<file path="config.mk">
export PLATFORM = sky130hd
export DESIGN_NAME = hier_child_sequencer
export DESIGN_NICKNAME = d
export VERILOG_FILES = /design/src/rtl/hier_seq_pkg.sv /design/src/rtl/hier_timeout_counter.sv /design/src/rtl/hier_child_sequencer.sv
export SDC_FILE = /design/constraint.sdc
export NUM_CORES = 1
export LEC_CHECK = 0
export ABC_AREA = 1
export CORE_MARGIN = 2
export CORE_UTILIZATION = 40
export CTS_BUF_LIST = sky130_fd_sc_hd__clkbuf_8
export CTS_CLUSTER_SIZE = 12
export DETAILED_ROUTE_END_ITERATION = 16
export SLEW_MARGIN = 15
export SYNTH_ARGS = -nofsm -noshare
export SYNTH_HDL_FRONTEND = slang
export SYNTH_SLANG_ARGS = --single-unit
</file>
<file path="constraint.sdc">
create_clock -name clk -period 2.8 [get_ports clk]
set_input_delay 0.56 -clock clk [delete_from_list [all_inputs] [get_ports clk]]
set_output_delay 0.56 -clock clk [all_outputs]
set_load 0.01 [all_outputs]
</file>
<file path="src/rtl/hier_seq_pkg.sv">
// rtl/hier_seq_pkg.sv - shared state/mode enums and lowest-zero helper for the child sequencer
package hier_seq_pkg;

  typedef enum logic [2:0] {IDLE, LAUNCH, WAIT, DONE, ERR} state_e;
  typedef enum logic {MODE_PAR, MODE_SEQ} mode_e;

  localparam int MAX_CHILDREN = 32;

  function automatic logic [4:0] lowest_zero(input logic [MAX_CHILDREN-1:0] v);
    logic [4:0] idx;
    idx = '0;
    for (int i = MAX_CHILDREN - 1; i >= 0; i--) begin
      if (!v[i]) idx = 5'(i);
    end
    return idx;
  endfunction

endpackage

</file>
<file path="src/rtl/hier_timeout_counter.sv">
// rtl/hier_timeout_counter.sv - saturating phase counter; expired when the post-increment value reaches a nonzero limit
module hier_timeout_counter #(
  parameter int W = 16
) (
  input  logic         clk,
  input  logic         rst,
  input  logic         clr_i,
  input  logic         en_i,
  input  logic [W-1:0] limit_i,
  output logic         expired_o
);

  logic [W-1:0] cnt_q, cnt_d;

  always_comb begin
    cnt_d = cnt_q;
    if (clr_i) begin
      cnt_d = '0;
    end else if (en_i && (cnt_q != '1)) begin
      cnt_d = cnt_q + W'(1);
    end
  end

  always_ff @(posedge clk) begin
    if (rst) cnt_q <= '0;
    else     cnt_q <= cnt_d;
  end

  // The current WAIT cycle counts toward the limit, so compare the incremented value.
  assign expired_o = en_i && !clr_i && (limit_i != '0) && (cnt_d >= limit_i);

endmodule

</file>
<file path="src/rtl/hier_child_sequencer.sv">
// rtl/hier_child_sequencer.sv - launches N children in parallel or in order and reports one done/error to the parent
module hier_child_sequencer
  import hier_seq_pkg::*;
#(
  parameter int NUM_CHILDREN = 5,
  parameter int TIMEOUT_W    = 16,
  parameter int IDX_W        = (NUM_CHILDREN > 1) ? $clog2(NUM_CHILDREN) : 1
) (
  input  logic                    clk,
  input  logic                    rst,
  input  logic                    start_i,
  input  logic                    mode_i,
  input  logic [TIMEOUT_W-1:0]    timeout_i,
  output logic [NUM_CHILDREN-1:0] child_start_o,
  input  logic [NUM_CHILDREN-1:0] child_done_i,
  output logic                    busy_o,
  output logic                    done_o,
  output logic                    error_o,
  output logic [NUM_CHILDREN-1:0] done_mask_o,
  output logic [IDX_W-1:0]        fail_idx_o
);

  typedef logic [NUM_CHILDREN-1:0] child_t;
  localparam child_t ONE = child_t'(1);

  state_e               state_q, state_d;
  mode_e                mode_q, mode_d;
  logic [TIMEOUT_W-1:0] timeout_q, timeout_d;
  logic [IDX_W-1:0]     cur_idx_q, cur_idx_d;
  child_t               start_q, start_d;
  child_t               mask_q, mask_d;
  logic [IDX_W-1:0]     fail_q, fail_d;
  logic                 busy_q, busy_d;
  logic                 done_q, done_d;
  logic                 error_q, error_d;

  child_t                  cur_sel, done_acc, mask_next;
  logic [MAX_CHILDREN-1:0] padded;
  logic                    phase_done, last_idx;
  logic                    cnt_clr, cnt_en, expired;

  hier_timeout_counter #(.W(TIMEOUT_W)) u_timeout (
    .clk       (clk),
    .rst       (rst),
    .clr_i     (cnt_clr),
    .en_i      (cnt_en),
    .limit_i   (timeout_q),
    .expired_o (expired)
  );

  always_comb begin
    state_d   = state_q;
    mode_d    = mode_q;
    timeout_d = timeout_q;
    cur_idx_d = cur_idx_q;
    start_d   = '0;
    mask_d    = mask_q;
    fail_d    = fail_q;
    busy_d    = busy_q;
    done_d    = 1'b0;
    error_d   = 1'b0;
    cnt_clr   = 1'b0;
    cnt_en    = 1'b0;

    // Sequential runs only listen to the child currently in flight.
    cur_sel    = ONE << cur_idx_q;
    done_acc   = (mode_q == MODE_PAR) ? child_done_i : (child_done_i & cur_sel);
    mask_next  = mask_q | done_acc;
    phase_done = (mode_q == MODE_PAR) ? (&mask_next) : (|done_acc);
    last_idx   = (cur_idx_q == IDX_W'(NUM_CHILDREN - 1));
    padded     = '1;
    padded[NUM_CHILDREN-1:0] = mask_next;

    case (state_q)
      IDLE: begin
        if (start_i) begin
          mode_d    = mode_e'(mode_i);
          timeout_d = timeout_i;
          mask_d    = '0;
          fail_d    = '0;
          cur_idx_d = '0;
          busy_d    = 1'b1;
          start_d   = (mode_e'(mode_i) == MODE_SEQ) ? ONE : '1;
          state_d   = LAUNCH;
        end
      end
      LAUNCH, WAIT: begin
        mask_d  = mask_next;
        cnt_clr = (state_q == LAUNCH);
        cnt_en  = (state_q == WAIT);
        // Completion is checked before expiry so a same-cycle race resolves to success.
        if (phase_done) begin
          if ((mode_q == MODE_PAR) || last_idx) begin
            done_d  = 1'b1;
            state_d = DONE;
          end else begin
            cur_idx_d = cur_idx_q + IDX_W'(1);
            start_d   = cur_sel << 1;
            state_d   = LAUNCH;
          end
        end else if (expired) begin
          error_d = 1'b1;
          fail_d  = IDX_W'(lowest_zero(padded));
          state_d = ERR;
        end else begin
          state_d = WAIT;
        end
      end
      DONE, ERR: begin
        busy_d  = 1'b0;
        state_d = IDLE;
      end
      default: state_d = IDLE;
    endcase
  end

  always_ff @(posedge clk) begin
    if (rst) begin
      state_q   <= IDLE;
      mode_q    <= MODE_PAR;
      timeout_q <= '0;
      cur_idx_q <= '0;
      start_q   <= '0;
      mask_q    <= '0;
      fail_q    <= '0;
      busy_q    <= 1'b0;
      done_q    <= 1'b0;
      error_q   <= 1'b0;
    end else begin
      state_q   <= state_d;
      mode_q    <= mode_d;
      timeout_q <= timeout_d;
      cur_idx_q <= cur_idx_d;
      start_q   <= start_d;
      mask_q    <= mask_d;
      fail_q    <= fail_d;
      busy_q    <= busy_d;
      done_q    <= done_d;
      error_q   <= error_d;
    end
  end

  assign child_start_o = start_q;
  assign done_mask_o   = mask_q;
  assign fail_idx_o    = fail_q;
  assign busy_o        = busy_q;
  assign done_o        = done_q;
  assign error_o       = error_q;

endmodule

</file>
# [After elaboration in Yosys (flattened, before gate mapping)]
# Cells that the tools add are included.
# Widths: inputs -> output; s select.
[op_classes] add_sub_neg=2 multipliers=0 div=0 magnitude_cmp=1 eq_ne=11 shifts=1 mux=34 n_bitwise=5 reduce_logical=21
[ops] cell="$mux 3" count=13
[ops] cell="$mux 16" count=2
[ops] cell="$mux 5" count=6
[ops] cell="$pmux 5 s2" count=2
[ops] cell="$pmux 3 s2" count=3
[ops] cell="$add 16x1->16 const B" count=1
[ops] cell="$ge 16x16->1" count=1
[ops] cell="$ne 16x16->1 const B" count=1
[ops] cell="$reduce_bool 16->1" count=1
[ops] cell="$ne 2x2->1 const B" count=5
[ops] cell="$reduce_and 4->1" count=2
[ops] cell="$eq 3x2->1 const B" count=2
[ops] cell="$eq 3x3->1 const B" count=2
[ops] cell="$mux 1" count=6
[ops] cell="$reduce_and 2->1" count=3
[ops] cell="$reduce_or 3->1" count=2
[ops] cell="$and 5x5->5" count=1
[ops] cell="$or 5x5->5" count=1
[ops] cell="$reduce_and 5->1" count=1
[ops] cell="$reduce_or 5->1" count=1
[ops] cell="$shl 1x3->5 const A" count=1
[ops] cell="$logic_and 1x1->1" count=4
[ops] cell="$reduce_bool 2->1" count=2
[ops] cell="$reduce_or 2->1" count=2
[ops] cell="other kinds (8)" count=10
[word_totals] reg_bits=55 latch_bits=0 mem_bits_rw=0 mem_bits_ro=0 input_bits=25 output_inout_bits=16 elab_cells=86 n_memories=0

# [Depth between registers and ports, before layout]
# Gate-level depths: netlist of the first run.
[depth] depth_word=12 mapped_depth=26

# [Cells and area by module]
# Synthesis of the first run repeated with hierarchy kept, for this count alone.
[hier_totals] cells_unflattened=503 hier_area_um2=3474.6
[by_module_without_submodules] mod="hier_child_sequencer" instances=1 cells_per_inst=234 area_per_inst_um2=1783.0
[by_module_without_submodules] mod="hier_timeout_counter" instances=1 cells_per_inst=269 area_per_inst_um2=1691.6

# [Least setup slack after synthesis of the first run]
# No wires, ideal clock.
[synth_timing] kind="register -> register" from="register u_timeout.cnt_q[0]" to="register fail_q[2] (netlist: fail_idx_o[2])" setup_ns=0.113 t_arrival_ns=2.450 t_required_ns=2.687 path_slack_ns=0.237 stages_incl_launch_ff=23 n_path_buf=1 synth_period_minus_slack_ns=2.563 cell_sequence="dfxtp_1 > ha_1 > nand3_1 > nor3_2 > nand3_1 > nand2_2 > buf_6 > nor2_2 > nand3b_1 > o21ai_1 > nand3_1 > inv_1 > ha_1 > a21oi_1 > o21ai_0 > a21oi_1 > nand2_1 > nand2_1 > nand2_2 > nand3_4 > nand2_1 > nand2_1 > nor2_1"
[synth_via] elab_chain_len=8
[synth_rtl] item="start, declared" line="hier_timeout_counter.sv:13" source="logic [W-1:0] cnt_q, cnt_d;"
[synth_rtl] item="start signal, assigned" line="hier_timeout_counter.sv:26" source="else cnt_q <= cnt_d;"
[synth_rtl] item="parallel branches: the longest is 2 deep, another holds $add 16x1->16"
[synth_rtl] item="$mux 16 (*)" line="hier_timeout_counter.sv:19" source="end else if (en_i && (cnt_q != '1)) begin"
[synth_rtl] item="$mux 16 (*)" line="hier_timeout_counter.sv:17" source="if (clr_i) begin"
[synth_rtl] item="via u_timeout.cnt_d[15]" line="hier_timeout_counter.sv:13"
[synth_rtl] item="$ge 16x16->1 (*)" line="hier_timeout_counter.sv:30" source="assign expired_o = en_i && !clr_i && (limit_i != '0) && (cnt_d >= limit_i);"
[synth_rtl] item="$logic_and 1x1->1 (*)" line="hier_timeout_counter.sv:30"
[synth_rtl] item="$ne 2x2->1 (no source line) (*)"
[synth_rtl] item="$reduce_and 4->1 (no source line) (*)"
[synth_rtl] item="end signal, assigned" line="hier_child_sequencer.sv:136" source="fail_q <= fail_d;"
[synth_rtl] item="end, declared" line="hier_child_sequencer.sv:32" source="logic [IDX_W-1:0] fail_q, fail_d;"
# Mark *: on every way through the listed nets, which the timed path passes.
# A chain may end at the register's enable or synchronous reset.

# [Final worst setup path of the first run]
[layout_timing] from="register u_timeout.cnt_q[0]" to="register state_q[1]"
[layout_via] elab_chain_len=9
[layout_rtl] item="parallel branches: the longest is 2 deep, another holds $add 16x1->16"
[layout_rtl] item="$mux 16 (*)" line="hier_timeout_counter.sv:19"
[layout_rtl] item="$mux 16 (*)" line="hier_timeout_counter.sv:17"
[layout_rtl] item="via u_timeout.cnt_d[14]" line="hier_timeout_counter.sv:13"
[layout_rtl] item="$ge 16x16->1 (*)" line="hier_timeout_counter.sv:30"
[layout_rtl] item="$logic_and 1x1->1 (*)" line="hier_timeout_counter.sv:30"
[layout_rtl] item="$mux 3 (*)" line="hier_child_sequencer.sv:101" source="end else if (expired) begin"
[layout_rtl] item="$mux 3 (*)" line="hier_child_sequencer.sv:92" source="if (phase_done) begin"
[layout_rtl] item="$pmux 3 s2 (*)" line="hier_child_sequencer.sv:74" source="case (state_q)"
[layout_rtl] item="end signal, assigned" line="hier_child_sequencer.sv:130" source="state_q <= state_d;"
[layout_rtl] item="end, declared" line="hier_child_sequencer.sv:26" source="state_e state_q, state_d;"
# Marked as above.

==> impl_metrics.toml, run 1 <==
[cts]
clock-root-buffer = "clkbuf_8"
cts.clk_slew.worst_paths_ps = 120
total_clock_buffers_created_by_cts = 5
cts_tree = "done"
worst_skew_pair.late_latency_ps = 320
cts_hold_buf = 0
cts_htree_levels = 2
clk_path_buf_depth = 2
cts.sinks = 55

[routing]
wire_per_inst_um = 12.48
vias_per_cell = 4.824
ant_nets = 0
totalWireLength_um = 7436
post-route-drc-count = 0
firstDrtPassIters = 4
num_vias = 2875
drc_marker_count_from_the_first_detailed_route_iteration = 117

[placed_design]
dp.cells = 581
dp_hpwl_um = 5509
buffer_ports.inserted = 40
gpl.final_weighted_congestion = 0.8571
pre_cts_ws_ps = -28.46

[logic_synthesis]
syn_inst = 440
number_of_enable_flip_flop_cells_after_synthesis = 0
synthMostInstantiatedCell = "nand2_1"
ys_seq_elements = 55
postSynthAreaPerCell_um2 = 7.206
yosys-top-cells-count = "nand2_1 (67), inv_1 (65), dfxtp_1 (55)"
mappedNetlistArea_mm2 = 0.003171
synth_top_cell_area_share = 0.3473
synthTopCellsByArea = "dfxtp_1 (35%), ha_1 (8.7%), nand2_1 (7.9%)"
synth.yosys.seq_area_share = 0.3473
netlist_cell_types = 39
synth-async-reset-ratio = 0
synth_warnings = 0
netlist.top_cell.by_area = "dfxtp_1"
mappedNetlistNets = 487
synth-main-ff-cell = "dfxtp_1"

[final_layout]
antenna_cells_inserted = 0
num-nets-final = 540
finish.cell_count_without_fillers = 596
area_growth_syn_to_layout_pct = 26.95
layout-drive-gt1-share = 0.2024
layout.core_utilization = 0.5236

[floorplan]
starting_utilization_of_the_core_area = 0.4124
core_area_mm2 = 0.007687
die_height_um = 93.03
floorplan.rows = 32
floorplan.die_area_mm2 = 0.008655
die_w_um = 93.03
io_pins = 41

[worst_setup_path]
cp_slowest_stage_delay_ps = 370
cp_slowest_cell = "dfxtp_2"
timing.setup.critical_path_class = "reg2reg"
reg2reg_depth = 18
setup.worst_path.end_class = "register"
critical_path.reg2reg.startpoint = "u_timeout.cnt_q[0]$_SDFF_PP0_"
critical_path.startpoint_type = "register"
path_delay_family = "simple AND/OR/NAND/NOR gates"
timing.critical_path.cells = "ha_4 -> nand3_4 -> buf_4 -> nor3_1 -> nand2_1 -> nor2_2 -> nand3_1 -> o21ai_1 -> nor2_1 -> ha_1 -> nand2_1 -> o21ai_0 -> a21oi_1 -> nand2_1 -> nand2_2 -> nand2_4 -> buf_4 -> a211oi_2"
highest_net_fanout_along_the_worst_path = 4
critPathMostFrequentCell = "nand2_1"
data_required_time_at_the_worst_endpoint_ps = 3040
worst-r2r-setup-slack_ps = 20
path_buf_inv = 2
worst_r2r_endpoint = "state_q[1]$_SDFFE_PP0N_"
data_arrival_time_at_the_worst_slack_endpoint_ps = 3020

[timing]
period_minus_slack_ps = 2785
tns_ps = 0
max_freq_mhz = 359.1
final-max-slew-violation-count = 0
worstMarginPinSlew_ps = 541.1
hold_violations = 0
fin_crit_sh = 0.9945
rsz0062_at_grt = "true"
slew_headroom = 0.6387
timing.hold.ws_ps = 487.0
clock_skew_ps = 12.04
setup_slack_ps = 15.32
setup_viol = 0

[worst_hold_path]
holdCritStartpoint = "done_mask_o[0]$_SDFFE_PP0P_"
hold_end = "done_mask_o[0]$_SDFFE_PP0P_"
hold_path.class = "reg2reg"
hold_path_depth = 2

[global_routing]
grt_start_max_net_pins = 36
grtUsageTotal = 0.1766
globalRoute.totalOverflow = 0
antenna_violations_before_repair = 0
grt_pass1_wl_um = 12210
vias_in_the_first_global_route = 2647

[power_and_ir_drop]
power.ir.vdd_worst_v = 0.0002581
p_leak_nw = 1.662
powerDensity_mw_per_mm2 = 532.5

[status]
run_status = "finished clean"

[job]
cap_viol_max_count = 0
power by group:
part / internal, mW / total [mW] / switching, mW
sequential: 0.866 / 0.913 / 0.0472
clock: 0.180 / 0.466 / 0.286
combinational: 0.296 / 0.764 / 0.468
total: 1.34 / 2.14 / 0.801
layer usage:
layer	vias to the layer above	routed length, um	GRT usage
li1	1527	-	-
met1	1295	3934	0.2553
met4	0	73	0.04902
met5	-	0	0
met2	46	3132	0.2736
met3	7	296	0.02659
worst max path at each step:
stage,from,to,depth (start not counted),slack [ps]
2_1_floorplan,u_timeout.cnt_q[0]$_SDFF_PP0_,fail_idx_o[2]$_SDFFE_PP0P_,22,240
6_report,u_timeout.cnt_q[0]$_SDFF_PP0_,state_q[1]$_SDFFE_PP0N_,18,20
3_5_place_dp,u_timeout.cnt_q[1]$_SDFF_PP0_,fail_idx_o[2]$_SDFFE_PP0P_,23,-30
3_3_place_gp,u_timeout.cnt_q[0]$_SDFF_PP0_,fail_idx_o[2]$_SDFFE_PP0P_,24,40
5_1_grt,u_timeout.cnt_q[0]$_SDFF_PP0_,fail_idx_o[2]$_SDFFE_PP0P_,24,-180
4_1_cts,u_timeout.cnt_q[0]$_SDFF_PP0_,fail_idx_o[2]$_SDFFE_PP0P_,25,0.2
final cells by class:
cell class | count | area (um^2)
Fill cell | 770 | 3662
Multi-Input combinational cell | 296 | 1871
Sequential cell | 55 | 1105
Timing Repair Buffer | 58 | 539.3
Inverter | 77 | 289.0
Tap cell | 102 | 127.6
Clock buffer | 5 | 68.82
Clock inverter | 3 | 25.02
tightest hold or removal path: cells and delay by family, from the launching register on:
kind	cells	cell delay, ps
simple gates	1	60
flops	1	330
compound gates	1	50
cell usage in the layout (no fill, tap or decap), types with 4 or more instances in the layout:
cell              n
dfxtp_1          52
nand3b_1          4
nand3_1          13
nor3_2            7
nor2_2           11
a21oi_1          36
nor4_1            5
ha_1             20
nand2_4           6
o21ai_1          20
inv_1            65
inv_2            12
nand2_2          12
clkdlybuf4s50_1  40
o21ai_0          10
a21oi_2           4
nor3_1            9
nand3_2           4
nor2_1           35
nand4_1           9
nand2_1          64
buf_4            17
clkbuf_8          5
sequential cells by signal, indices dropped and copies added (netlist names):
register and flops:
error_o 1, child_start_o 5, timeout_q 16, u_timeout.cnt_q 16
done_mask_o 5, busy_o 1, mode_q 1, state_q 3
cur_idx_q 3, done_o 1, fail_idx_o 3
per-stage QoR:
| step | cell area (um^2) | power [mW] |
|---|---|---|
| floorplan | 3171 | 1.435 |
| CTS | 3860 | 2.118 |
| finish | 4025 | 2.143 |
| global placement | 3714 | 1.633 |
| global route | 4025 | 2.293 |
| detailed placement | 3714 | 1.646 |
repair_timing:
action                                  in CTS  in global routing
buffers inserted                             3                  4
endpoints found under the setup margin       3                  6
resized for setup                           10                 32
pin swaps                                    4                 14
logic make-up (layout without fill, tap and decap cells):
family,Yosys count,count (layout),share of synthesized area
AOI/OAI and AO/OA,77,77,0.1334
xor gates and xnor gates,4,4,0.01105
adders and majority gates,22,22,0.08682
and+or+nand+nor,193,193,0.3090
buffers and inverters,89,143,0.1125
DFF,55,55,0.3473
Note: power is estimated with default switching activity, not from simulation.
==> inputs of run 2 (changes only) <==
==> constraint.sdc (replaced) <==
create_clock -name clk -period 2.8 [get_ports clk]
set_input_delay 0.56 -clock clk [delete_from_list [all_inputs] [get_ports clk]]
set_output_delay 0.56 -clock clk [all_outputs]
set_load 0.005 [all_outputs]
==> results of run 2 <==
Same layout as run 1 (identical final DEF). Status: finished clean.
Among the figures that moved: total power 2.143 mW -> 2.130 mW
